## src/rtl/ct_idu_is_aiq_lch_sched.sv

```systemverilog
// Launch scheduler for the AIQ: tracks per-entry IDLE/WAIT/ISSUED state and
// offers the oldest launch-ready entry to the issue pipe using an age matrix.
module ct_idu_is_aiq_lch_sched #(
  parameter int ENTRY = 8
) (
  input  logic             forever_cpuclk,
  input  logic             cpurst,
  input  logic             x_create_en,
  input  logic [ENTRY-1:0] x_create_entry,
  input  logic             x_create_lch_rdy,
  input  logic [ENTRY-1:0] x_entry_lch_rdy,
  input  logic             x_pipe_stall,
  input  logic             x_pipe_rdy,
  input  logic [ENTRY-1:0] x_lch_fail,
  input  logic [ENTRY-1:0] x_pop,
  input  logic             x_flush,
  output logic             x_issue_vld,
  output logic [ENTRY-1:0] x_issue_entry,
  output logic [ENTRY-1:0] x_entry_vld,
  output logic             x_full,
  output logic             x_empty,
  output logic             x_proto_err
);

  typedef enum logic [1:0] {
    ST_IDLE   = 2'd0,
    ST_WAIT   = 2'd1,
    ST_ISSUED = 2'd2
  } ent_state_e;

  ent_state_e [ENTRY-1:0]            state_q, state_d;
  logic       [ENTRY-1:0]            rdy_q, rdy_d;
  // age_q[i][j] set means entry i is older than entry j
  logic       [ENTRY-1:0][ENTRY-1:0] age_q, age_d;
  logic                              proto_err_q, proto_err_d;

  logic [ENTRY-1:0] valid, waiting, issued;
  logic [ENTRY-1:0] eligible, older_elig, grant;
  logic [ENTRY-1:0] create_hit, pop_ok, fail_ok;
  logic             create_bad, create_ok, evict_bad, violation, fire;

  // ---------------------------------------------------------------------------
  // Selection: an entry is granted when it is eligible and no older entry is.
  // ---------------------------------------------------------------------------
  always_comb begin
    // NOTE: every variable gets a default before any conditional update so no
    // path leaves it unassigned; otherwise synthesis infers a latch.
    valid      = '0;
    waiting    = '0;
    issued     = '0;
    older_elig = '0;
    for (int i = 0; i < ENTRY; i++) begin
      valid[i]   = (state_q[i] != ST_IDLE);
      waiting[i] = (state_q[i] == ST_WAIT);
      issued[i]  = (state_q[i] == ST_ISSUED);
    end
    eligible = waiting & (x_entry_lch_rdy | rdy_q);
    for (int i = 0; i < ENTRY; i++) begin
      for (int j = 0; j < ENTRY; j++) begin
        if (eligible[j] && age_q[j][i]) older_elig[i] = 1'b1;
      end
    end
    grant         = eligible & ~older_elig;
    x_issue_vld   = (|eligible) && !x_pipe_stall && !x_flush;
    x_issue_entry = x_issue_vld ? grant : '0;
    fire          = x_issue_vld && x_pipe_rdy;
  end

  // ---------------------------------------------------------------------------
  // Protocol screening: illegal requests are dropped and flagged.
  // ---------------------------------------------------------------------------
  always_comb begin
    create_bad = x_create_en && (!$onehot(x_create_entry) || |(x_create_entry & valid));
    create_ok  = x_create_en && !create_bad;
    create_hit = create_ok ? x_create_entry : '0;
    evict_bad  = |(x_pop & ~issued) || |(x_lch_fail & ~issued) || |(x_pop & x_lch_fail);
    pop_ok     = x_pop & issued & ~x_lch_fail;
    fail_ok    = x_lch_fail & issued & ~x_pop;
    violation  = !x_flush && (create_bad || evict_bad);
  end

  // ---------------------------------------------------------------------------
  // Next-state: events on one entry are mutually exclusive by construction
  // (create needs IDLE, fire needs WAIT, pop/fail need ISSUED).
  // ---------------------------------------------------------------------------
  always_comb begin
    state_d     = state_q;
    rdy_d       = rdy_q;
    age_d       = age_q;
    proto_err_d = proto_err_q || violation;
    if (x_flush) begin
      for (int i = 0; i < ENTRY; i++) state_d[i] = ST_IDLE;
      rdy_d = '0;
    end else begin
      for (int i = 0; i < ENTRY; i++) begin
        if (create_hit[i]) begin
          state_d[i] = ST_WAIT;
          rdy_d[i]   = x_create_lch_rdy;
          age_d[i]   = '0;
        end else if (fire && grant[i]) begin
          state_d[i] = ST_ISSUED;
          rdy_d[i]   = 1'b0;
        end else if (fail_ok[i]) begin
          state_d[i] = ST_WAIT;
          rdy_d[i]   = 1'b0;
        end else if (pop_ok[i]) begin
          state_d[i] = ST_IDLE;
        end
        // Survivors become older than the entry being created.
        if (create_ok && valid[i] && !pop_ok[i]) age_d[i] = age_q[i] | x_create_entry;
      end
    end
  end

  always_ff @(posedge forever_cpuclk) begin
    // NOTE: state registers use non-blocking assignments so every flop samples
    // the pre-edge values regardless of statement order.
    if (cpurst) begin
      for (int i = 0; i < ENTRY; i++) state_q[i] <= ST_IDLE;
      rdy_q       <= '0;
      // NOTE: the age matrix is a small flop array, not a RAM, so it is cleared
      // on reset to give a deterministic ordering state.
      age_q       <= '0;
      proto_err_q <= 1'b0;
    end else begin
      state_q     <= state_d;
      rdy_q       <= rdy_d;
      age_q       <= age_d;
      proto_err_q <= proto_err_d;
    end
  end

  assign x_entry_vld = valid;
  assign x_full      = &valid;
  assign x_empty     = ~|valid;
  assign x_proto_err = proto_err_q;

endmodule

```

## config.mk

```make
export PLATFORM = sky130hd
export DESIGN_NAME = ct_idu_is_aiq_lch_sched
export DESIGN_NICKNAME = d
export VERILOG_FILES = /design/src/rtl/ct_idu_is_aiq_lch_sched.sv
export SDC_FILE = /design/constraint.sdc
export NUM_CORES = 1
export LEC_CHECK = 0
export ABC_CLOCK_PERIOD_IN_PS = 15400
export CAP_MARGIN = 20
export CORE_UTILIZATION = 30
export CTS_CLUSTER_SIZE = 14
export DETAILED_ROUTE_END_ITERATION = 7
export PLACE_DENSITY_LB_ADDON = 0.12
export SLEW_MARGIN = 10
export SYNTH_ARGS = -nofsm -noshare
export SYNTH_HDL_FRONTEND = slang
export SYNTH_SLANG_ARGS = --single-unit
```

## constraint.sdc

```tcl
create_clock -name forever_cpuclk -period 15.4 [get_ports forever_cpuclk]
set_input_delay 3.08 -clock forever_cpuclk [delete_from_list [all_inputs] [get_ports forever_cpuclk]]
set_output_delay 3.08 -clock forever_cpuclk [all_outputs]
set_load 0.05 [all_outputs]
```

# [Word level (Yosys, flattened, before mapping)]
# Cells that the tools add are included.
[op_classes] add_sub_neg=7 n_eq_ne=17 muxes=138 n_bitwise=24 n_reduce_logical=176
[ops] cell="two-way mux 8 bit" count=18
[ops] cell="two-way mux 1 bit" count=96
[ops] cell="logical AND 1 bit" count=94
[ops] cell="AND 8 bit" count=10
[ops] cell="OR 8 bit" count=9
[ops] cell="two-way mux 2 bit" count=24
[ops] cell="nonzero test 3 bit" count=16
[ops] cell="OR reduction 8 bit" count=6
[ops] cell="inverter 8 bit" count=4
[ops] cell="nonzero test 2 bit" count=16
[ops] cell="nonzero test 4 bit" count=8
[ops] cell="OR reduction 3 bit" count=8
[ops] cell="== test 2 x 1 -> 1 bit (second input constant)" count=8
[ops] cell="== test 2 bit (second input constant)" count=8
[ops] cell="AND reduction 2 bit" count=8
[ops] cell="logical NOT 1 bit" count=13
[ops] cell="adder 1 x 1 -> 2 bit" count=4
[ops] cell="AND reduction 8 bit" count=1
[ops] cell="adder 2 x 2 -> 3 bit" count=2
[ops] cell="logical OR 1 bit" count=5
[ops] cell="adder 3 x 3 -> 4 bit" count=1
[ops] cell="== test 4 x 1 -> 1 bit (second input constant)" count=1
[ops] cell="OR reduction 2 bit" count=1
[ops] cell="inverter 1 bit" count=1
[totals] register_bits=89 wordCells=395

# [Longest topological paths before layout]
[depth] depth_word=16 mapped_depth=14 mapped_depth_nobuf=13

# [Worst setup path before layout]
# OpenSTA, ideal clock, no wires.
[synth_path] kind="in2out" from="input port x_entry_lch_rdy[4]" to="output port x_issue_entry[0]" arrival_ns=4.987 required_ns=12.320 setup_slack_ns=7.333 stages=6 path_buffers=2 path_cell_list="clkbuf_1 > nor2_1 > o32ai_1 > o41ai_2 > clkbuf_1 > nor3_1"
[synth_between] elab_chain_len=10
[synth_rtl] element="start: declaration" line_no="11" text="input logic [ENTRY-1:0] x_entry_lch_rdy,"
[synth_rtl] element="OR 8 bit (*)" line_no="57" text="eligible = waiting & (x_entry_lch_rdy | rdy_q);"
[synth_rtl] element="AND 8 bit (*)" line_no="57"
[synth_rtl] element="logical AND 1 bit" line_no="60" text="if (eligible[j] && age_q[j][i]) older_elig[i] = 1'b1;"
[synth_rtl] element="two-way mux 1 bit (4 in series)" line_no="60"
[synth_rtl] element="inverter 8 bit" line_no="63" text="grant = eligible & ~older_elig;"
[synth_rtl] element="AND 8 bit" line_no="63"
[synth_rtl] element="two-way mux 8 bit (*)" line_no="65" text="x_issue_entry = x_issue_vld ? grant : '0;"
[synth_rtl] element="end: declaration" line_no="18" text="output logic [ENTRY-1:0] x_issue_entry,"
# Mark *: on every way between the ends. The rest lies on a longest branch, timed or not.

# [Final worst setup path]
[layout_path] from="input port x_entry_lch_rdy[7]" to="output port x_issue_entry[3]"
[layout_between] elab_chain_len=7
[layout_rtl] element="OR 8 bit (*)" line_no="57"
[layout_rtl] element="AND 8 bit (*)" line_no="57"
[layout_rtl] element="logical AND 1 bit" line_no="60"
[layout_rtl] element="two-way mux 1 bit" line_no="60"
[layout_rtl] element="inverter 8 bit" line_no="63"
[layout_rtl] element="AND 8 bit" line_no="63"
[layout_rtl] element="two-way mux 8 bit (*)" line_no="65"
# Marks and branches as above.

==> impl_metrics.yaml <==
synth:
  ys_seq_area_share_pct: 36.9
  synth-adder-area-share_pct: 2.44
  synth-xor-area-share_pct: 0.545
  synth_top_family_by_area: "simple AND/OR/NAND/NOR gates"
  netlist_area_um2: 4820
  yosys.area.top_type: "dfxtp_1"
  synth_mux_area_share_pct: 0
  yosysWarnings: 0
  async_flop_share_pct: 0
  synth_ff_type: "dfxtp_1"
  yosysUniqueCellTypes: 60
  ys_top_cells_by_area: "dfxtp_1 37%, o2111ai_1 6.9%, a21oi_1 4.8%"
  synth_seq_cells: 89
  synth_area_per_cell_um2: 8.61
  synth-simple-area-share_pct: 27.2
  postSynthCellCount: 560
  synth_top_cell_area_share_pct: 36.9
  synth_fp_nets: 606
  synth_edf_count: 0
  synth-compound-area-share_pct: 26.9
pwr:
  power-per-cell-area_nw_per_um2: 99.0
  p_total_uw: 587
  p_leak_nw: 1.94
  peakVddDrop_mv: 0.0527
floorplan:
  dieHeight_um: 129
  start_util_pct: 31.3
  dieArea_um2: 16600
  ios: 59
  core_area_um2: 15400
  die_w_um: 129
  rows: 45
clock_tree:
  clk_latency_ps: 350
  post-cts-setup-buffers: 0
  clkTransAtPathRegs_ps: 70
  cts-root-buf: "clkbuf_16"
  clockBufferDepth: 2
  numCtsBuffers: 9
  cts_resized: 0
  cts_tree: "done"
  cts_sinks: 89
  holdBufCountCts: 0
  htree_levels: 3
setup_path:
  cp-start-kind: "input port"
  path_common_cell: "clkdlybuf4s50_1"
  critPathKind: "in2out"
  cpPeakStageDelay_ps: 960
  worstPathRequired_ps: 12320
  path_cells: "clkdlybuf4s50_1 > nor2_1 > nor3b_1 > a2111oi_0 > and3_1 > clkdlybuf4s50_1"
  crit_path_end_kind: "output pin"
  r2r_start: "state_q[8]"
  cp_slowest_cell: "a2111oi_0"
  crit_fanout: 5
  arrival_ps: 6100
  crit_start: "x_entry_lch_rdy[7]"
detailed_routing:
  drc_errors: 0
  routed_wl_mm: 18.7
  wire_per_inst_um: 22.7
  vias_per_cell: 5.92
  dr.pass1.iters: 5
  drtAntennaViolNets: 0
  vias: 4863
  drt_iter0_drc: 475
grt:
  gr-usage-all-layers_pct: 22.7
  antenna_found_initial: 0
  grt_max_degree: 50
  grt.overflow.total: 0
  grt_pass1_wl_mm: 27.2
  grt_pass1_vias: 4462
timing:
  hold_viol_final: 0
  tns_ps: 0
  fin_hold_ws_ps: 465
  max-slew-margin-rel_pct: 22.5
  worst_slew_pin_slew_ps: 1130
  slew_violations: 0
  setup_viol: 0
  grt_setup_unrepaired: "no"
  skew_ps: 10.1
  min_period_ps: 9180
  fin_crit_sh_pct: 59.6
  fmax_ghz: 0.109
place:
  io_buffers: 58
  place.gp.congestion: 0.915
  post_dp_cell_area_um2: 5590
  hpwlAfterDp_mm: 14.0
cells_and_area:
  final_common_cell: "dfxtp_1"
  layout-drive-gt1-share_pct: 7.36
  nNetsFinal: 652
  mostFrequentLayoutCells: "89 x dfxtp_1, 57 x clkdlybuf4s50_1, 46 x a21oi_1, 45 x nor3_1, 39 x inv_1"
  diodes: 0
  post-route-cell-area_um2: 5930
  postLayoutCoreUtil_pct: 38.4
  area_delta_synth_final_pct: 22.9
outcome:
  status: "complete, no violations"
flow_run:
  maxCapViolations: 0
min_path:
  worst_hold_path_type: "reg2reg"
  hp-start: "age_q[36]"
-- worst max-delay path: cells and delay by family --
family / cells / cell delay [ps]
compound gates: 1 / 960
buf+inv: 2 / 1280
simple gates: 3 / 770
-- cell families after synthesis --
| logic type | count (synthesis) |
|---|---|
| and+or+nand+nor | 214 |
| adders and majority gates | 7 |
| buffers and inverters | 72 |
| AOI/OAI and AO/OA | 175 |
| xor gates and xnor gates | 3 |
| DFF | 89 |
-- cell usage after synthesis (all sizes together), types with 5 or more instances --
library cell,n
a21oi,46
a22o,22
and4,5
buf,11
clkbuf,20
dfxtp,89
inv,40
nand2,35
nand2b,14
nand3,7
nand4,15
nor2,27
nor3,46
nor3b,13
nor4,26
nor4b,8
o2111ai,39
o21ai,18
o22ai,10
o32ai,7
-- report_power, final --
| group | switching [mW] | internal (mW) | leakage [nW] |
|---|---|---|---|
| sequential | 0.00543 | 0.234 | 0.717 |
| combinational | 0.0658 | 0.0346 | 1.06 |
| clock | 0.0961 | 0.151 | 0.162 |
-- per-stage QoR --
stage          setup WS (ps)  cells
2_1_floorplan           7330    560
3_3_place_gp            6060    803
3_5_place_dp            5970    805
4_1_cts                 5970    821
5_1_grt                 6130    822
6_report                6220    822
-- final timing paths --
path | endpoint | slack (ps) | cells past startpoint
worst max-delay path | x_issue_entry[3] | 6220 | 6
worst min-delay path | age_q[36] | 460 | 1
worst max register to register | age_q[28] | 12330 | 6
worst min register to register | age_q[36] | 460 | 1
-- sequential cells by signal, indices dropped and copies added, names as in the netlist --
signal / cells
age_q: 64
rdy_q: 8
x_proto_err: 1
state_q: 16
-- per-layer routing --
| metal | up-vias | part of all wire [%] | global-route usage, % |
|---|---|---|---|
| met2 | 168 | 45 | 36.2 |
| met4 | 0 | 3.1 | 10.4 |
| li1 | 2262 | - | - |
| met1 | 2400 | 46 | 30.1 |
| met3 | 33 | 5.1 | 3.49 |
| met5 | - | 0 | 0 |
-- final cells by class --
cell class / count / area (um^2)
inverter: 41 / 154
tap: 211 / 264
clock inverter: 5 / 77.6
timing repair buffer: 66 / 644
sequential: 89 / 1780
fill: 1568 / 9500
multi-input combinational: 399 / 2750
clock buffer: 11 / 253
(Power assumes the default switching activity.)
